`src/rtl/hazard_ctrl.sv`:
```
// Pipeline hazard/stall controller: load-use bubbles, branch squash,
// memory-wait freeze with timeout halt, saturating debug counters.
module hazard_ctrl #(
  parameter int LOAD_LAT = 1,
  parameter int TIMEOUT  = 64,
  parameter int CNT_W    = 16
) (
  input  logic             clk,
  input  logic             rst,
  input  logic [4:0]       ifid_rs,
  input  logic [4:0]       ifid_rt,
  input  logic             ifid_uses_rt,
  input  logic [4:0]       idex_rt,
  input  logic             idex_Mread,
  input  logic             ex_branch_taken,
  input  logic             mem_req,
  input  logic             mem_ready,
  output logic             pc_write,
  output logic             ifid_write,
  output logic             ifid_flush,
  output logic             idex_write,
  output logic             idex_flush,
  output logic             exmem_write,
  output logic             mem_timeout,
  output logic [CNT_W-1:0] stall_cnt,
  output logic [CNT_W-1:0] flush_cnt
);

  localparam int WW = $clog2(TIMEOUT + 2);
  localparam logic [2:0] LL1 = 3'(LOAD_LAT - 1);
  localparam logic [WW-1:0] TO = WW'(TIMEOUT);

  typedef enum logic [1:0] {
    RUN,
    LOAD_STALL,
    MEM_WAIT,
    HALT
  } state_t;

  state_t state, state_n;
  state_t ret, ret_n;
  state_t eff;
  logic [2:0] left, left_n;
  logic [WW-1:0] wcnt, wcnt_n, wbase;
  logic hazard, memstall;
  logic fl_inc, st_inc, to_set;

  assign hazard = idex_Mread && (idex_rt != 5'd0) &&
    ((idex_rt == ifid_rs) ||
     (ifid_uses_rt && (idex_rt == ifid_rt)));
  assign memstall = mem_req && !mem_ready;

  always_comb begin
    pc_write    = 1'b1;
    ifid_write  = 1'b1;
    ifid_flush  = 1'b0;
    idex_write  = 1'b1;
    idex_flush  = 1'b0;
    exmem_write = 1'b1;
    state_n     = state;
    ret_n       = ret;
    left_n      = left;
    wcnt_n      = wcnt;
    wbase       = '0;
    fl_inc      = 1'b0;
    to_set      = 1'b0;
    // after a memory wait, act as the state we were frozen in
    eff = (state == MEM_WAIT) ? ret : state;
    if (state == HALT) begin
      pc_write    = 1'b0;
      ifid_write  = 1'b0;
      idex_write  = 1'b0;
      exmem_write = 1'b0;
    end else if (memstall) begin
      pc_write    = 1'b0;
      ifid_write  = 1'b0;
      idex_write  = 1'b0;
      exmem_write = 1'b0;
      state_n     = MEM_WAIT;
      if (state != MEM_WAIT) ret_n = state;
      wbase  = (state == MEM_WAIT) ? wcnt : '0;
      wcnt_n = (&wbase) ? wbase : wbase + 1'b1;
      if (TIMEOUT != 0 && wcnt_n >= TO) begin
        state_n = HALT;
        to_set  = 1'b1;
      end
    end else begin
      wcnt_n  = '0;
      state_n = RUN;
      if (ex_branch_taken) begin
        ifid_flush = 1'b1;
        idex_flush = 1'b1;
        fl_inc     = 1'b1;
        left_n     = '0;
      end else if (eff == LOAD_STALL) begin
        pc_write   = 1'b0;
        ifid_write = 1'b0;
        idex_flush = 1'b1;
        left_n     = left - 3'd1;
        if (left > 3'd1) state_n = LOAD_STALL;
      end else if (hazard) begin
        pc_write   = 1'b0;
        ifid_write = 1'b0;
        idex_flush = 1'b1;
        if (LOAD_LAT > 1) begin
          left_n  = LL1;
          state_n = LOAD_STALL;
        end
      end
    end
    if (!rst) begin
      pc_write    = 1'b0;
      ifid_write  = 1'b0;
      ifid_flush  = 1'b1;
      idex_write  = 1'b0;
      idex_flush  = 1'b1;
      exmem_write = 1'b0;
      fl_inc      = 1'b0;
    end
  end

  assign st_inc = (state != HALT) && !pc_write;

  always_ff @(posedge clk or negedge rst) begin
    if (!rst) begin
      state       <= RUN;
      ret         <= RUN;
      left        <= '0;
      wcnt        <= '0;
      mem_timeout <= 1'b0;
      stall_cnt   <= '0;
      flush_cnt   <= '0;
    end else begin
      state <= state_n;
      ret   <= ret_n;
      left  <= left_n;
      wcnt  <= wcnt_n;
      if (to_set) mem_timeout <= 1'b1;
      if (st_inc && !(&stall_cnt))
        stall_cnt <= stall_cnt + 1'b1;
      if (fl_inc && !(&flush_cnt))
        flush_cnt <= flush_cnt + 1'b1;
    end
  end

endmodule
```
`config.mk`:
```
export PLATFORM = sky130hd
export DESIGN_NAME = hazard_ctrl
export DESIGN_NICKNAME = d
export VERILOG_FILES = /design/src/rtl/hazard_ctrl.sv
export SDC_FILE = /design/constraint.sdc
export NUM_CORES = 1
export LEC_CHECK = 0
export CELL_PAD_IN_SITES_DETAIL_PLACEMENT = 0
export CELL_PAD_IN_SITES_GLOBAL_PLACEMENT = 1
export CORE_ASPECT_RATIO = 1.2
export CORE_UTILIZATION = 38
export DETAILED_ROUTE_END_ITERATION = 8
export GPL_ROUTABILITY_DRIVEN = 1
export PLACE_DENSITY_LB_ADDON = 0.15
export SLEW_MARGIN = 0
export SYNTH_ARGS = -nofsm -noshare
export SYNTH_HDL_FRONTEND = slang
export SYNTH_SLANG_ARGS = --single-unit
```
`constraint.sdc`:
```
create_clock -name clk -period 3.26 [get_ports clk]
set_input_delay 0.815 -clock clk [delete_from_list [all_inputs] [get_ports clk]]
set_output_delay 0.815 -clock clk [all_outputs]
set_load 0.05 [all_outputs]
```
# After elaboration in Yosys (flattened, before gate mapping)
# Index checks and enable logic that the tools add are counted.
# word_totals
ff_bits	47
input_bits	22
out_inout_bits	39
# op_classes
add_sub_neg	4
magnitude_cmp	2
n_eq_ne	7
muxes	34
n_bitwise	2
n_reduce_logical	19
# ops
operator	count
$add 16x1->16 const B	2
$reduce_and 16->1	2
$mux 1	27
$mux 7	3
$eq 5x5->1	2
$add 7x1->7 const B	1
$ge 7x7->1 const B	1
$logic_and 1x1->1	7
$reduce_and 7->1	1
$mux 3	2
$reduce_and 3->1	2
$reduce_bool 5->1	1
$eq 2x2->1 const B	2
$logic_not 1->1	4
$mux 2	2
$ne 2x2->1 const B	2
$gt 3x1->1 const B	1
$sub 3x1->3 const B	1
$eq 2x1->1 const B	1
$not 1->1	2
$reduce_bool 2->1	1
$logic_or 1x1->1	1

# Depth between registers and ports, before layout
# Gate-level depths: netlist of run 1.
# depth
ltp_word	13
mapped_depth	10
mapped_depth_nobuf	8

# Worst setup path before layout of run 1
# OpenSTA, ideal clock, no wires.
# synth_path
kind	input to output
start	input idex_rt[1]
end	output pc_write
arrival_time_ps	2716
required_time_ps	2445
setup_slack_ps	-271
path_stages	7
path_buffers	2
path_cell_list	or4_1 > o21ai_1 > inv_1 > a211oi_4 > buf_6 > or2_1 > buf_4
# synth_between
elab_chain_cells	10
# synth_lines
element	line_no	source
from (decl)	13	input logic [4:0] idex_rt,
$eq 5x5->1	50	(ifid_uses_rt && (idex_rt == ifid_rt)));
$logic_and 1x1->1	50	
$logic_or 1x1->1	49	((idex_rt == ifid_rs) ||
$logic_and 1x1->1 (*)	48	assign hazard = idex_Mread && (idex_rt != 5'd0) &&
$mux 1 (*) (6 in series)	-	
to (decl)	18	output logic pc_write,
# Mark *: on every way between the ends. The rest lies on a longest branch, timed or not.

# Worst setup path after layout of run 1
# layout_path
start	input idex_rt[3]
end	output pc_write
# layout_between
elab_chain_cells	10
# layout_lines
element	line_no	source
$eq 5x5->1	50	
$logic_and 1x1->1	50	
$logic_or 1x1->1	49	
$logic_and 1x1->1 (*)	48	
$mux 1 (*)	101	end else if (hazard) begin
$mux 1 (*)	95	end else if (eff == LOAD_STALL) begin
$mux 1 (*)	90	if (ex_branch_taken) begin
$mux 1 (*)	74	end else if (memstall) begin
$mux 1 (*)	69	if (state == HALT) begin
$mux 1 (*)	111	if (!rst) begin
# Marked as above.

==> flow_metrics.tcl, run 1 <==
set metrics [dict create \
    vdd_drop_max_uv 512 \
    rr_startpoint "state[0]" \
    clkSinkCount 47 \
    clock_skew_ns 0.0124 \
    worstPathRequired_ns 2.44 \
    status "completed" \
    drtIter0Drc 91 \
    crit_arrival_ns 2.39 \
    drc 0 \
    drive_gt1_share_pct 13.3 \
    yosysUniqueCellTypes 48 \
    boundaryPins 61 \
    grt_use_total_pct 18.0 \
    place_area_mm2 0.00335 \
    dieHeight_um 91.6 \
    insertion_delay_ns 0.31 \
    yosysWarnings 0 \
    coreArea_mm2 0.00645 \
    hold_depth 1 \
    wire_per_inst_um 13.9 \
    synth_ff_type "dfrtp_1" \
    period_needed_ns 3.20 \
    finalSetupViolCount 0 \
    nNetsFinal 350 \
    mappedNetlistNets 279 \
    final_cell_area_mm2 0.00346 \
    dieArea_mm2 0.00702 \
    async_flop_share_pct 100 \
    place_hpwl_um 4250 \
    dr.pass1.iters 4 \
    die_w_um 76.7 \
    synth_area_mm2 0.00254 \
    period_share_pct 98.3 \
    antenna_found_initial 0 \
    hold_class "reg2reg" \
    drv_slew 0 \
    cts.clk_slew.worst_paths_ns 0.10 \
    area_delta_synth_final_pct 36.1 \
    tritoncts "yes" \
    finalPower_mw 1.83 \
    r2r-end "wcnt[4]" \
    clockBufferDepth 2 \
    numCtsBuffers 5 \
    grt_pass1_wl_um 10100 \
    start_util_pct 39.4 \
    grt_max_degree 31 \
    worstSetupStartpointType "input port" \
    synth_edf_count 0 \
    reg2reg_depth 7 \
    gp_congestion 0.759 \
    synth_seq_cells 47 \
    via_per_inst 5.07 \
    r2r_setup_slack_ns 0.67 \
    ant_nets 0 \
    path_class "in2out" \
    fin_ws_ns 0.0552 \
    holdPathEnd "mem_timeout" \
    ys_seq_area_share_pct 46.3 \
    path_max_fanout 2 \
    max-cap-violations 0 \
    via_count 2075 \
    dp_slack_ns -0.173 \
    port_buffers 60 \
    synthCells 252 \
    wirelength_um 5670 \
    grt_pass1_vias 2136 \
    hold_buffers 0 \
    grt_overflow 0 \
    hp-start "mem_timeout" \
    p_leak_nw 1.56 \
    max_slew.worst_pin.slew_ns 0.594 \
    end_kind "output port" \
    root_buffer "clkbuf_8" \
    max_freq_mhz 312 \
    finalHoldViolCount 0 \
    std_cell_rows 32 \
    rsz0062_at_grt "no" \
    fillerInstances 601 \
    powerDensity_mw_per_mm2 530 \
    slew-limit-headroom_pct 60.4 \
    h-tree-depth 2 \
    n_antenna_cell 0 \
    synth.avg_cell_area_um2 10.1 \
]
[critical path: stages]
cell	delay (ns)
dlygate4sd2_1	0.24
or4_4	0.53
o21ai_2	0.13
inv_2	0.06
a211oi_4	0.26
or2_4	0.20
buf_12	0.14
[registers in the layout, indices dropped and copies added (netlist names)]
register and flops:
flush_cnt 16, left 3, mem_timeout 1, ret 2, stall_cnt 16, state 2
wcnt 7
[cell usage after synthesis, types with 3 or more instances]
cell,number,area (um2)
nand3_1,19,95.1
xor2_1,20,175
dfrtp_1,47,1180
and4_1,4,35.0
xnor2_1,21,184
o22ai_1,3,18.8
nor4_1,5,31.3
nand2_1,22,82.6
nor2_1,9,33.8
nand4_1,7,43.8
nor3_1,12,60.1
o21ai_0,6,30.0
clkbuf_1,4,15.0
ha_1,5,62.6
and2_1,3,18.8
o21ai_1,3,15.0
a21oi_1,8,40.0
inv_1,6,22.5
and3_1,7,43.8
[timing repair]
item | 4_1_cts | 5_1_grt
pin swaps | 5 | 8
endpoints found under the setup margin | 3 | 3
gates resized for setup | 6 | 7
setup buffers | 0 | 0
hold endpoints to repair | 0 | 0
[worst max path at each step]
| stage | endpoint | from | slack (ns) |
|---|---|---|---|
| finish | pc_write | idex_rt[3] | 0.06 |
| detailed placement | ifid_write | idex_rt[1] | -0.17 |
| CTS | ifid_write | idex_rt[4] | 0.03 |
| global route | pc_write | idex_rt[3] | 0.002 |
| global placement | ifid_write | idex_rt[1] | -0.17 |
| floorplan | pc_write | idex_rt[1] | 0.003 |
[per-layer routing]
metal  vias up  routed length (um)  share of wire [%]  track usage, %
li1       1036                   -                  -               -
met1       995                2600                 46            23.5
met2        38                2820                 50            30.1
met3         6                 194                3.4            3.42
met4         0                  61                1.1            5.29
met5         -                   0                  0               0
[metrics by stage]
stage	setup TNS (ns)	hold slack [ns]	utilization [%]	instances
finish	0	0.479	53.6	409
global route	0	0.511	53.6	409
CTS	0	0.480	53.5	409
detailed placement	-0.367	0.456	52.0	401
global placement	-0.369	0.450	52.0	401
floorplan	0	0.454	-	252
[cells in the final DEF (no fill, tap or decap), types with 2 or more instances in the layout]
cell type / count
o22ai_1: 2
xor2_1: 20
nor3_1: 12
and2_1: 3
buf_4: 12
nand2_1: 22
o21ai_1: 2
mux2_2: 2
o21ai_0: 6
a32o_1: 2
dfrtp_1: 47
nor2b_1: 2
ha_1: 5
nand4_1: 7
a21oi_1: 8
nor4b_1: 2
nand2b_1: 2
xnor2_1: 21
nor4_1: 5
nor2_1: 9
and4_1: 4
clkinv_2: 2
and3b_1: 2
a21boi_0: 2
clkbuf_8: 5
clkdlybuf4s50_1: 47
o211ai_1: 2
or2_2: 2
dlygate4sd2_1: 5
nand3_1: 19
or4b_1: 2
buf_12: 5
and3_1: 7
inv_1: 5
[final cells by class]
type,count,area (um2),share of cell area (%)
clock buffer,5,68.8,1.99
clock inverter,3,18.8,0.543
inverter,6,22.5,0.651
multi-input combinational,190,1310,37.8
sequential,47,1180,34.0
tap,85,106,3.08
timing repair buffer,73,758,21.9
[report_power, final]
group	leakage (nW)	internal (mW)	switching, mW
Clock	0.0483	0.151	0.208
Combinational	0.886	0.272	0.439
Sequential	0.626	0.662	0.101
Total	1.56	1.09	0.748
[logic make-up after synthesis]
| kind of cell | after synthesis | synth area share (%) |
|---|---|---|
| and+or+nand+nor | 109 | 24.3 |
| DFF | 47 | 46.3 |
| xor gates and xnor gates | 41 | 14.1 |
| AOI/OAI and AO/OA | 31 | 8.07 |
| buffers and inverters | 15 | 2.90 |
| adders and majority gates | 5 | 2.46 |
| muxes | 4 | 1.87 |
No activity file was read; power rests on OpenSTA's default activity.
==> inputs of run 2 (changes only) <==
--- a/config.mk
+++ b/config.mk
@@ -12,6 +12,7 @@
 export DETAILED_ROUTE_END_ITERATION = 8
 export GPL_ROUTABILITY_DRIVEN = 1
 export PLACE_DENSITY_LB_ADDON = 0.15
+export SKIP_LAST_GASP = 1
 export SLEW_MARGIN = 0
 export SYNTH_ARGS = -nofsm -noshare
 export SYNTH_HDL_FRONTEND = slang
==> constraint.sdc (replaced) <==
create_clock -name clk -period 3.26 [get_ports clk]
set_input_delay 0.326 -clock clk [delete_from_list [all_inputs] [get_ports clk]]
set_output_delay 0.326 -clock clk [all_outputs]
set_load 0.05 [all_outputs]
==> run 2 against run 1 <==
Against the previous run:
- combinational power down 2%
- via count down 1.3%
- cell count down 1.7%
- count of clock-buffer cells in the layout up 1
- critical path depth down 2
- core utilization down 1.6 points
==> flow_metrics.tcl, run 2 (synthesis gave the netlist of run 1 again) <==
set metrics [dict create \
    dr.pass1.iters 5 \
    reg2reg_depth 7 \
    die_w_um 76.7 \
    via_count 2049 \
    layout.cells.non_filler 402 \
    insertion_delay_ns 0.29 \
    layout_commonest_cell "clkdlybuf4s50_1" \
    cts-resized-gates 0 \
    status "completed" \
    grt_pass1_vias 1981 \
    rr_startpoint "stall_cnt[1]" \
    crit_arrival_ns 2.31 \
    area_delta_synth_final_pct 32.1 \
    ant_nets 0 \
    cts_post_setup_buffers_inserted 0 \
    max_slew.worst_pin.slew_ns 1.01 \
    grt_overflow 0 \
    grt_use_total_pct 16.5 \
    r2r-end "stall_cnt[1]" \
    drc 0 \
    h-tree-depth 2 \
    start_util_pct 39.4 \
    tritoncts "yes" \
    nNetsFinal 344 \
    n_antenna_cell 0 \
    end_kind "output port" \
    numCtsBuffers 5 \
    finalSetupViolCount 0 \
    worstPathRequired_ns 2.93 \
    powerDensity_mw_per_mm2 543 \
    final_cell_mix "clkdlybuf4s50_1, dfrtp_1, nand2_1" \
    antenna_found_initial 0 \
    slew-limit-headroom_pct 32.0 \
    p_leak_nw 1.48 \
    placed_cells 394 \
    period_needed_ns 2.64 \
    max_freq_mhz 379 \
    fin_hold_ws_ns 0.403 \
    boundaryPins 61 \
    max-cap-violations 0 \
    place_hpwl_um 4120 \
    finalHoldViolCount 0 \
    top_regs "flush_cnt x16, stall_cnt x16, wcnt x7" \
    path_max_fanout 13 \
    period_share_pct 80.8 \
    clockBufferDepth 2 \
    wire_per_inst_um 13.8 \
    dieArea_mm2 0.00702 \
    path_class "in2out" \
    via_per_inst 5.10 \
    hold_class "in2async" \
    rsz0062_at_grt "no" \
    hold_buffers 1 \
    cts.clk_slew.worst_paths_ns 0.08 \
    place_area_mm2 0.00325 \
    drive_gt1_share_pct 8.52 \
    gp_congestion 0.723 \
    clock_skew_ns 0.00422 \
    fin_setup_tns_ns 0 \
    clkSinkCount 47 \
    grt_pass1_wl_um 9300 \
    port_buffers 60 \
    grt_max_degree 34 \
    root_buffer "clkbuf_8" \
    r2r_setup_slack_ns 0.71 \
    drv_slew 0 \
    final_cell_area_mm2 0.00336 \
    vdd_drop_max_uv 395 \
    coreArea_mm2 0.00645 \
    wirelength_um 5540 \
    std_cell_rows 32 \
    drtIter0Drc 69 \
    worstSetupStartpointType "input port" \
    dieHeight_um 91.6 \
]
-- run 2: critical path, cell delays in order --
cell             delay [ns]
dlygate4sd3_1          0.51
buf_2                  0.22
buf_4                  0.25
and3_1                 0.20
clkdlybuf4s50_1        0.80
-- run 2: where the power goes --
part	internal (mW)	switching (mW)
Sequential	0.662	0.104
Clock	0.171	0.191
Combinational	0.260	0.434
Total	1.09	0.728
-- run 2: metal layers --
layer	wire length, um	GRT usage [%]	part of all wire, %	vias up
met4	47	4.81	0.85	0
met2	2740	28.2	49	39
met3	158	2.71	2.9	4
met5	0	0	0	-
li1	-	-	-	1027
met1	2590	21.5	47	979
-- run 2: layout make-up --
class | instances | area (um2)
Clock inverter | 1 | 8.76
Tap cell | 85 | 106
Clock buffer | 6 | 82.6
Multi-Input combinational cell | 190 | 1290
Fill cell | 620 | 3090
Sequential cell | 47 | 1180
Timing Repair Buffer | 67 | 668
Inverter | 6 | 22.5
-- run 2: worst max-delay path by stage --
stage	startpoint	endpoint	slack, ns	cells after the start
2_1_floorplan	idex_rt[1]	pc_write	0.71	7
3_3_place_gp	idex_rt[1]	stall_cnt[1]	0.66	8
3_5_place_dp	idex_rt[1]	stall_cnt[1]	0.64	8
4_1_cts	rst	ifid_flush	0.57	5
5_1_grt	rst	ifid_flush	0.50	5
6_report	rst	exmem_write	0.62	5
-- run 2: metrics by stage --
stage | setup slack (ns) | power (mW) | util [%]
final | 0.625 | 1.82 | 52.1
after CTS | 0.574 | 1.85 | 52.1
after global placement | 0.665 | 1.47 | 50.5
after detailed placement | 0.641 | 1.47 | 50.5
after floorplan | 0.707 | 1.21 | -
after global routing | 0.496 | 1.92 | 52.1
